[config.mk]
export PLATFORM = sky130hd
export DESIGN_NAME = spi_slave
export DESIGN_NICKNAME = d
export VERILOG_FILES = /design/src/rtl/spi_pkg.sv /design/src/rtl/spi_tx_serializer.sv /design/src/rtl/spi_slave.sv
export SDC_FILE = /design/constraint.sdc
export NUM_CORES = 1
export LEC_CHECK = 0
export CORE_MARGIN = 5
export CORE_UTILIZATION = 49
export DETAILED_ROUTE_END_ITERATION = 10
export GPL_TIMING_DRIVEN = 1
export PLACE_DENSITY_LB_ADDON = 0.3
export SLEW_MARGIN = 20
export SYNTH_ARGS = -nofsm -noshare
export SYNTH_HDL_FRONTEND = slang
export SYNTH_SLANG_ARGS = --single-unit
[constraint.sdc]
create_clock -name clk -period 1.8 [get_ports clk]
set_input_delay 0.36 -clock clk [delete_from_list [all_inputs] [get_ports clk]]
set_output_delay 0.36 -clock clk [all_outputs]
set_load 0.01 [all_outputs]
[src/rtl/spi_pkg.sv]
// Shared types and constants for the SPI slave front end.
package spi_pkg;

  localparam int FRAME_W = 10;
  localparam int DATA_W  = 8;
  localparam int CNT_W   = $clog2(FRAME_W + 1);

  localparam logic [1:0] CMD_WR_ADDR = 2'b00;
  localparam logic [1:0] CMD_WR_DATA = 2'b01;
  localparam logic [1:0] CMD_RD_ADDR = 2'b10;
  localparam logic [1:0] CMD_RD_DATA = 2'b11;

  typedef enum logic [2:0] {
    IDLE,
    CHK_CMD,
    WRITE,
    READ_ADD,
    READ_DATA
  } spi_state_t;

  // The first frame bit alone tells write frames from read frames.
  function automatic logic is_read_cmd(input logic cmd_msb);
    return cmd_msb == CMD_RD_ADDR[1];
  endfunction

endpackage

[src/rtl/spi_tx_serializer.sv]
// MSB-first load/shift register driving MISO; idles at 0 once all bits are out.
module spi_tx_serializer
  import spi_pkg::*;
(
  input  logic              clk,
  input  logic              reset,
  input  logic              load,
  input  logic [DATA_W-1:0] data,
  input  logic              shift_en,
  input  logic              clear,
  output logic              miso
);

  localparam int LEFT_W = $clog2(DATA_W);

  logic [DATA_W-1:0] sh_q,   sh_d;
  logic [LEFT_W-1:0] left_q, left_d;
  logic              miso_q, miso_d;

  // NOTE: every comb output gets a default first so no latch is inferred.
  always_comb begin
    sh_d   = sh_q;
    left_d = left_q;
    miso_d = miso_q;
    if (clear) begin
      sh_d   = '0;
      left_d = '0;
      miso_d = 1'b0;
    end else if (load) begin
      miso_d = data[DATA_W-1];
      sh_d   = {data[DATA_W-2:0], 1'b0};
      left_d = LEFT_W'(DATA_W - 1);
    end else if (shift_en) begin
      if (left_q != '0) begin
        miso_d = sh_q[DATA_W-1];
        sh_d   = {sh_q[DATA_W-2:0], 1'b0};
        left_d = left_q - 1'b1;
      end else begin
        miso_d = 1'b0;
      end
    end
  end

  // NOTE: sequential state uses non-blocking assignments only.
  always_ff @(posedge clk or posedge reset) begin
    if (reset) begin
      sh_q   <= '0;
      left_q <= '0;
      miso_q <= 1'b0;
    end else begin
      sh_q   <= sh_d;
      left_q <= left_d;
      miso_q <= miso_d;
    end
  end

  assign miso = miso_q;

endmodule

[src/rtl/spi_slave.sv]
// SPI slave: deserialises 10-bit MOSI frames for the RAM and returns read bytes on MISO.
module spi_slave
  import spi_pkg::*;
(
  input  logic               clk,
  input  logic               reset,
  input  logic               SS_n,
  input  logic               MOSI,
  output logic               MISO,
  output logic [FRAME_W-1:0] rx_data,
  output logic               rx_valid,
  input  logic [DATA_W-1:0]  tx_data,
  input  logic               tx_valid
);

  localparam logic [CNT_W-1:0] FRAME_CNT = CNT_W'(FRAME_W);
  localparam logic [CNT_W-1:0] LAST_BIT  = CNT_W'(FRAME_W - 1);

  spi_state_t         state_q, state_d;
  logic [CNT_W-1:0]   cnt_q, cnt_d;
  logic [FRAME_W-1:0] shift_q, shift_d;
  logic [FRAME_W-1:0] rx_data_q, rx_data_d;
  logic               rx_valid_q, rx_valid_d;
  logic               rd_addr_done_q, rd_addr_done_d;
  logic               tx_loaded_q, tx_loaded_d;
  logic               tx_load, tx_shift;

  always_ff @(posedge clk or posedge reset) begin
    if (reset) begin
      state_q        <= IDLE;
      cnt_q          <= '0;
      shift_q        <= '0;
      rx_data_q      <= '0;
      rx_valid_q     <= 1'b0;
      rd_addr_done_q <= 1'b0;
      tx_loaded_q    <= 1'b0;
    end else begin
      state_q        <= state_d;
      cnt_q          <= cnt_d;
      shift_q        <= shift_d;
      rx_data_q      <= rx_data_d;
      rx_valid_q     <= rx_valid_d;
      rd_addr_done_q <= rd_addr_done_d;
      tx_loaded_q    <= tx_loaded_d;
    end
  end

  always_comb begin
    state_d = state_q;
    if (SS_n) begin
      state_d = IDLE;
    end else begin
      case (state_q)
        IDLE:    state_d = CHK_CMD;
        CHK_CMD: begin
          if (!is_read_cmd(MOSI))  state_d = WRITE;
          else if (rd_addr_done_q) state_d = READ_DATA;
          else                     state_d = READ_ADD;
        end
        default: state_d = state_q;
      endcase
    end
  end

  always_comb begin
    cnt_d          = cnt_q;
    shift_d        = shift_q;
    rx_data_d      = rx_data_q;
    rx_valid_d     = 1'b0;
    rd_addr_done_d = rd_addr_done_q;
    tx_loaded_d    = tx_loaded_q;
    tx_load        = 1'b0;
    tx_shift       = 1'b0;
    if (SS_n) begin
      // Deselect abandons any partial frame but keeps the read-address history.
      cnt_d       = '0;
      shift_d     = '0;
      tx_loaded_d = 1'b0;
    end else begin
      case (state_q)
        IDLE: cnt_d = '0;
        CHK_CMD: begin
          shift_d = {{(FRAME_W-1){1'b0}}, MOSI};
          cnt_d   = CNT_W'(1);
        end
        WRITE, READ_ADD, READ_DATA: begin
          if (cnt_q != FRAME_CNT) begin
            shift_d = {shift_q[FRAME_W-2:0], MOSI};
            cnt_d   = cnt_q + 1'b1;
            if (cnt_q == LAST_BIT) begin
              rx_data_d  = shift_d;
              rx_valid_d = 1'b1;
              if (state_q == READ_ADD)  rd_addr_done_d = 1'b1;
              if (state_q == READ_DATA) rd_addr_done_d = 1'b0;
            end
          end else if (state_q == READ_DATA) begin
            if (tx_loaded_q) begin
              tx_shift = 1'b1;
            end else if (tx_valid) begin
              tx_load     = 1'b1;
              tx_loaded_d = 1'b1;
            end
          end
        end
        default: cnt_d = cnt_q;
      endcase
    end
  end

  spi_tx_serializer u_tx (
    .clk      (clk),
    .reset    (reset),
    .load     (tx_load),
    .data     (tx_data),
    .shift_en (tx_shift),
    .clear    (SS_n),
    .miso     (MISO)
  );

  assign rx_data  = rx_data_q;
  assign rx_valid = rx_valid_q;

endmodule

==> impl_metrics.toml, run 1 <==
[run_status]
status = "complete, but fails checks"
violations = "negative setup slack"

[grt]
grt_pass1_vias = 1596
grt_util_all_layers = 0.1658
antenna_found_initial = 0
grt_max_degree = 41
grt_pass1_wl_um = 6941
grt_overflow_total = 0

[layout]
final_cell_area_mm2 = 0.002565
layout_commonest_cell = "dfrtp_1"
drive_above_1_share = 0.1842
fin_cells = 278
regArea_mm2 = 0.001002
final_cell_mix = "dfrtp_1, clkdlybuf4s50_1, inv_1, buf_4"
num_antenna_cells = 0
multi_input_area_um2 = 943.4
nets = 245
fillers = 323
syn_to_final_growth_pct = 29.26

[yosys]
ys_ff_latch = 40
seq_area_frac_synth = 0.5044
syn_area_mm2 = 0.001984
synth_top_cell_by_area = "dfrtp_1"
synthTopCellsByArea = "dfrtp_1, mux2i_1, mux2_1"
ys_async_sr_fraction = 1.000
synth_nets = 204
syn_area_per_cell_um2 = 10.67
ys.flop_type = "dfrtp_1"
synth-edff-count = 0
syn_inst = 186
ys_warn_count = 0
ys_types = 41
yosysTopAreaCellShare = 0.5044

[clock_tree]
cts.clk_slew.worst_paths_ns = 0.08
clock_latency_ns = 0.30
h-tree-depth = 2
clock_path_buffers = 2
root_buffer = "clkbuf_8"
cts_buffers = 5
cts_num_sinks = 40
tritoncts = "yes"

[min_path]
hp-class = "primary input to async pin"

[timing]
setup-violations-final = 8
drv_slew = 0
tightest_slew_ns = 0.4988
skew_ns = 0.009092
layout_min_cycle_time_ns = 1.866
hold_viol = 0
timing.final.ws_setup_ns = -0.06642
clock.fmax_mhz = 535.8
maxSlewHeadroom = 0.6675
holdWs_ns = 0.4763
grt_setup_unrepaired = "true"
finalCritPeriodShare = 1.037

[routing]
dr.pass1.iters = 4
drt-initial-drc-count = 88
route.vias.total = 1531
wire_per_inst_um = 15.54
route.detailed.drc = 0
drt_wl_total_um = 4319
via_per_inst = 5.507
ant_nets = 0

[worst_setup_path]
worstPathArrival_ns = 2.03
end_kind = "register"
worstSetupPathType = "register to register"
path_max_fanout = 5
critPathLaunchType = "register"
crit_required_ns = 1.96

[floorplan]
core_mm2 = 0.003971
die_x_um = 73.64
boundaryPins = 25
start_util = 0.4997
die_y_um = 73.64
rows = 23
die_area_mm2 = 0.005423

[placement]
place_area_mm2 = 0.002369
place_inst = 266
io_buffers = 24
post-dp-hpwl_um = 2931
place.gp.congestion = 0.8092

[pwr]
total_power_mw = 1.735
peakVddDrop_mv = 0.5446
p_leak_nw = 1.190
power_density_mw_per_mm2 = 676.4

[flow_run]
maxCapViolations = 0
flip-flops by register name, summed over array words and instances, names as in the netlist:
name	cells
rx_data	10
u_tx.miso	1
rd_addr_done_q	1
rx_valid	1
u_tx.sh_q	7
cnt_q	4
shift_q	9
u_tx.left_q	3
tx_loaded_q	1
state_q	3
where the power goes:
group	total (mW)	switching (mW)	internal, mW
Sequential	0.924	0.0124	0.912
Clock	0.629	0.316	0.313
Combinational	0.182	0.0994	0.0824
Total	1.73	0.428	1.31
worst paths after layout:
check                           startpoint      endpoint  slack, ns  cells past startpoint
max in group asynchronous            reset      cnt_q[1]       0.94                      3
worst min-delay path                 reset  u_tx.sh_q[4]       0.48                      3
worst max register to register  state_q[0]  u_tx.sh_q[5]      -0.07                      5
min in group clk                rx_data[4]    rx_data[4]       0.49                      1
worst max-delay path            state_q[0]  u_tx.sh_q[5]      -0.07                      5
worst min register to register  rx_data[4]    rx_data[4]       0.49                      1
critical path, stage by stage (launching register included):
cell      delay [ns]
dfrtp_1         0.42
or4b_4          0.56
nor3b_4         0.26
buf_6           0.17
mux2i_1         0.23
a211oi_2        0.10
per-stage QoR:
stage	util	worst slack, ns	setup TNS, ns
after floorplan	-	-0.03552	-0.1380
after global placement	0.5964	-0.2238	-3.573
after detailed placement	0.5964	-0.3148	-5.178
after CTS	0.6292	-0.03693	-0.2070
after global routing	0.6459	-0.1082	-0.9936
final	0.6459	-0.06642	-0.1632
metal layers:
metal  wire length (um)  global-route usage
met1               1814              0.1953
met2               2318              0.2913
met3                152             0.05198
met4                 33             0.04225
met5                  0                   0
synth_stat cells, drive strengths merged (3+ instances only):
library cell,count
mux2i,15
or2,3
a21oi,4
mux2,11
buf,4
ha,5
a211oi,7
nor2,16
nand2b,5
nand2,14
dfrtp,40
o21ai,5
inv,17
clkbuf,5
nor3,6
what timing repair did:
| action | 4_1_cts | 5_1_grt |
|---|---|---|
| setup buffers | 1 | 1 |
| gates resized for setup | 5 | 15 |
| endpoints found under the hold margin | 0 | 0 |
| pin swaps | 3 | 7 |
| endpoints found under the setup margin | 19 | 31 |
| cloned | 1 | 1 |
| hold buffers | 0 | 0 |
area by class of cell:
type,count,share of cell area
clock buffers,6,0.03220
inverters,17,0.02488
multi-input cells,120,0.3678
well taps,50,0.02439
flip-flops and latches,40,0.3907
clock inverters,2,0.005366
repair buffers,43,0.1546
kinds of logic after synthesis:
family / after synthesis / synth area share
mux: 26 / 0.1381
compound gates: 29 / 0.1028
buf+inv: 26 / 0.05801
fa+ha+maj: 5 / 0.03153
flops: 40 / 0.5044
simple gates: 60 / 0.1652
Power figures use the tool's default switching activity.
==> run 2: changes to the inputs <==
--- a/config.mk
+++ b/config.mk
@@ -5,8 +5,9 @@
 export SDC_FILE = /design/constraint.sdc
 export NUM_CORES = 1
 export LEC_CHECK = 0
+export CORE_ASPECT_RATIO = 1.1
 export CORE_MARGIN = 5
-export CORE_UTILIZATION = 49
+export CORE_UTILIZATION = 45
 export DETAILED_ROUTE_END_ITERATION = 10
 export GPL_TIMING_DRIVEN = 1
 export PLACE_DENSITY_LB_ADDON = 0.3
==> impl_metrics.toml, run 2 (synthesis gave the netlist of run 1 again) <==
[timing]
drv_slew = 0
grt_setup_unrepaired = "true"
finalCritPeriodShare = 1.042
maxSlewHeadroom = 0.7559
holdWs_ns = 0.4101
setup-violations-final = 4
skew_ns = 0.009100
clock.fmax_mhz = 533.3
hold_viol = 0
layout_min_cycle_time_ns = 1.875
tightest_slew_ns = 0.3569
timing.final.ws_setup_ns = -0.07503

[clock_tree]
cts.clk_slew.worst_paths_ns = 0.08
clock_path_buffers = 2
root_buffer = "clkbuf_8"
cts_num_sinks = 40
cts_buffers = 5
clock_latency_ns = 0.30
tritoncts = "yes"
h-tree-depth = 2

[layout]
nets = 246
num_antenna_cells = 0
syn_to_final_growth_pct = 31.72
drive_above_1_share = 0.2237
final_cell_mix = "dfrtp_1, clkdlybuf4s50_1, inv_1, buf_4, nor2_1"
multi_input_area_um2 = 984.7
largest_register_ffs = 10
regArea_mm2 = 0.001002
fin_cells = 282
fillers = 366
layout_commonest_cell = "dfrtp_1"

[grt]
grt_overflow_total = 0
antenna_found_initial = 0
busiest_layer = "met2"
grt_pass1_wl_um = 6824
met1_usage = 0.1921
grt_max_degree = 41
met3_usage = 0.04156
grt_pass1_vias = 1491
gr-usage-met2 = 0.2460
grt_util_all_layers = 0.1523

[flow_run]
maxCapViolations = 0

[placement]
post-dp-hpwl_um = 2820
place.gp.congestion = 0.8865
place_inst = 272
io_buffers = 24

[run_status]
violations = "negative setup slack"
status = "complete, but fails checks"

[routing]
via_per_inst = 5.351
ant_nets = 0
drt_wl_total_um = 4279
wire_per_inst_um = 15.17
drt-initial-drc-count = 46
route.detailed.drc = 0
dr.pass1.iters = 4
route.vias.total = 1509

[worst_setup_path]
worstSetupStartpoint = "state_q[1]"
reg2reg_from = "state_q[1]"
critPathLaunchType = "register"
worstPathArrival_ns = 2.09
r2r-end = "u_tx.left_q[2]"
crit_end = "u_tx.left_q[2]"
critical-path-max-stage-delay_ns = 0.58
end_kind = "register"
crit_required_ns = 2.02
reg2reg_depth = 4
path_cells = "or4b_4 -> or2_1 -> or4_1 -> a31oi_1"
worstSetupPathType = "register to register"
r2r_slack_ns = -0.08
path_max_fanout = 5
crit_slowest_cell = "or4b_4"

[floorplan]
start_util = 0.4631
boundaryPins = 25
die_y_um = 79.65
die_area_mm2 = 0.005839
rows = 25
core_mm2 = 0.004285
die_x_um = 73.32

[min_path]
hp-class = "primary input to async pin"

[pwr]
swShare = 0.2494
p_clk_frac = 0.341
seqPwrFrac = 0.549
power_density_mw_per_mm2 = 642.7
p_leak_nw = 1.178
total_power_mw = 1.680
p_comb_frac = 0.109
p_int_mw = 1.261
peakVddDrop_mv = 0.4407
p_switching_uw = 419.0
run 2: per-layer routing:
layer  wire [um]  up-vias
li1            -      732
met4          78        0
met1        1845      743
met5           0        -
met3         160        9
met2        2195       25
run 2: critical path, delay by kind of cell (launching register included):
kind,cells,cell delay [ns]
AND/OR/NAND/NOR,3,1.24
flip-flops,1,0.40
AO/OA/AOI/OAI,1,0.15
run 2: cell type report:
cell class / count / share of cell area
clock inverters: 2 / 0.004787
inverters: 17 / 0.02441
well taps: 54 / 0.02585
repair buffers: 44 / 0.1584
flip-flops and latches: 40 / 0.3834
multi-input cells: 120 / 0.3767
clock buffers: 5 / 0.02633
run 2: power by group through the flow:
| stage | sequential (mW) | combinational (mW) | clock, mW |
|---|---|---|---|
| final | 0.923 | 0.184 | 0.573 |
| after global routing | 0.925 | 0.202 | 0.632 |
| after CTS | 0.923 | 0.176 | 0.591 |
| after detailed placement | 0.940 | 0.175 | 0 |
| after global placement | 0.940 | 0.175 | 0 |
| after floorplan | 0.938 | 0.101 | 0 |
run 2: what timing repair did:
| action | in CTS | in global routing |
|---|---|---|
| cloned | 0 | 2 |
| gates resized for setup | 4 | 23 |
| pin swaps | 0 | 10 |
| hold buffers | 0 | 0 |
| setup buffers | 0 | 1 |
| setup endpoints to repair | 3 | 22 |
| endpoints found under the hold margin | 0 | 0 |
run 2: worst min-delay path by stage:
stage | endpoint | cells after the start | slack, ns
2_1_floorplan | u_tx.left_q[0] | 1 | 0.45
6_report | rx_data[3] | 3 | 0.41
3_5_place_dp | rx_data[7] | 1 | 0.47
5_1_grt | rx_data[3] | 3 | 0.47
4_1_cts | state_q[1] | 3 | 0.41
3_3_place_gp | rx_data[8] | 1 | 0.47
run 2: metrics by stage:
step                utilization  area, um^2  worst slack, ns  setup TNS, ns
global route             0.6099        2614          -0.1201        -0.8056
global placement         0.5603        2401          -0.2574         -4.034
CTS                      0.5834        2500         -0.03590       -0.06268
floorplan                     -        2011         -0.03552        -0.1380
detailed placement       0.5603        2401          -0.2876         -4.674
finish                   0.6099        2614         -0.07503        -0.1141
==> run 3: changes to the inputs <==
--- a/config.mk
+++ b/config.mk
@@ -11,7 +11,7 @@
 export DETAILED_ROUTE_END_ITERATION = 10
 export GPL_TIMING_DRIVEN = 1
 export PLACE_DENSITY_LB_ADDON = 0.3
-export SLEW_MARGIN = 20
+export SLEW_MARGIN = 0
 export SYNTH_ARGS = -nofsm -noshare
 export SYNTH_HDL_FRONTEND = slang
 export SYNTH_SLANG_ARGS = --single-unit
==> results of run 3 <==
Same layout as run 2: the final DEF is identical, and so are final timing and power.
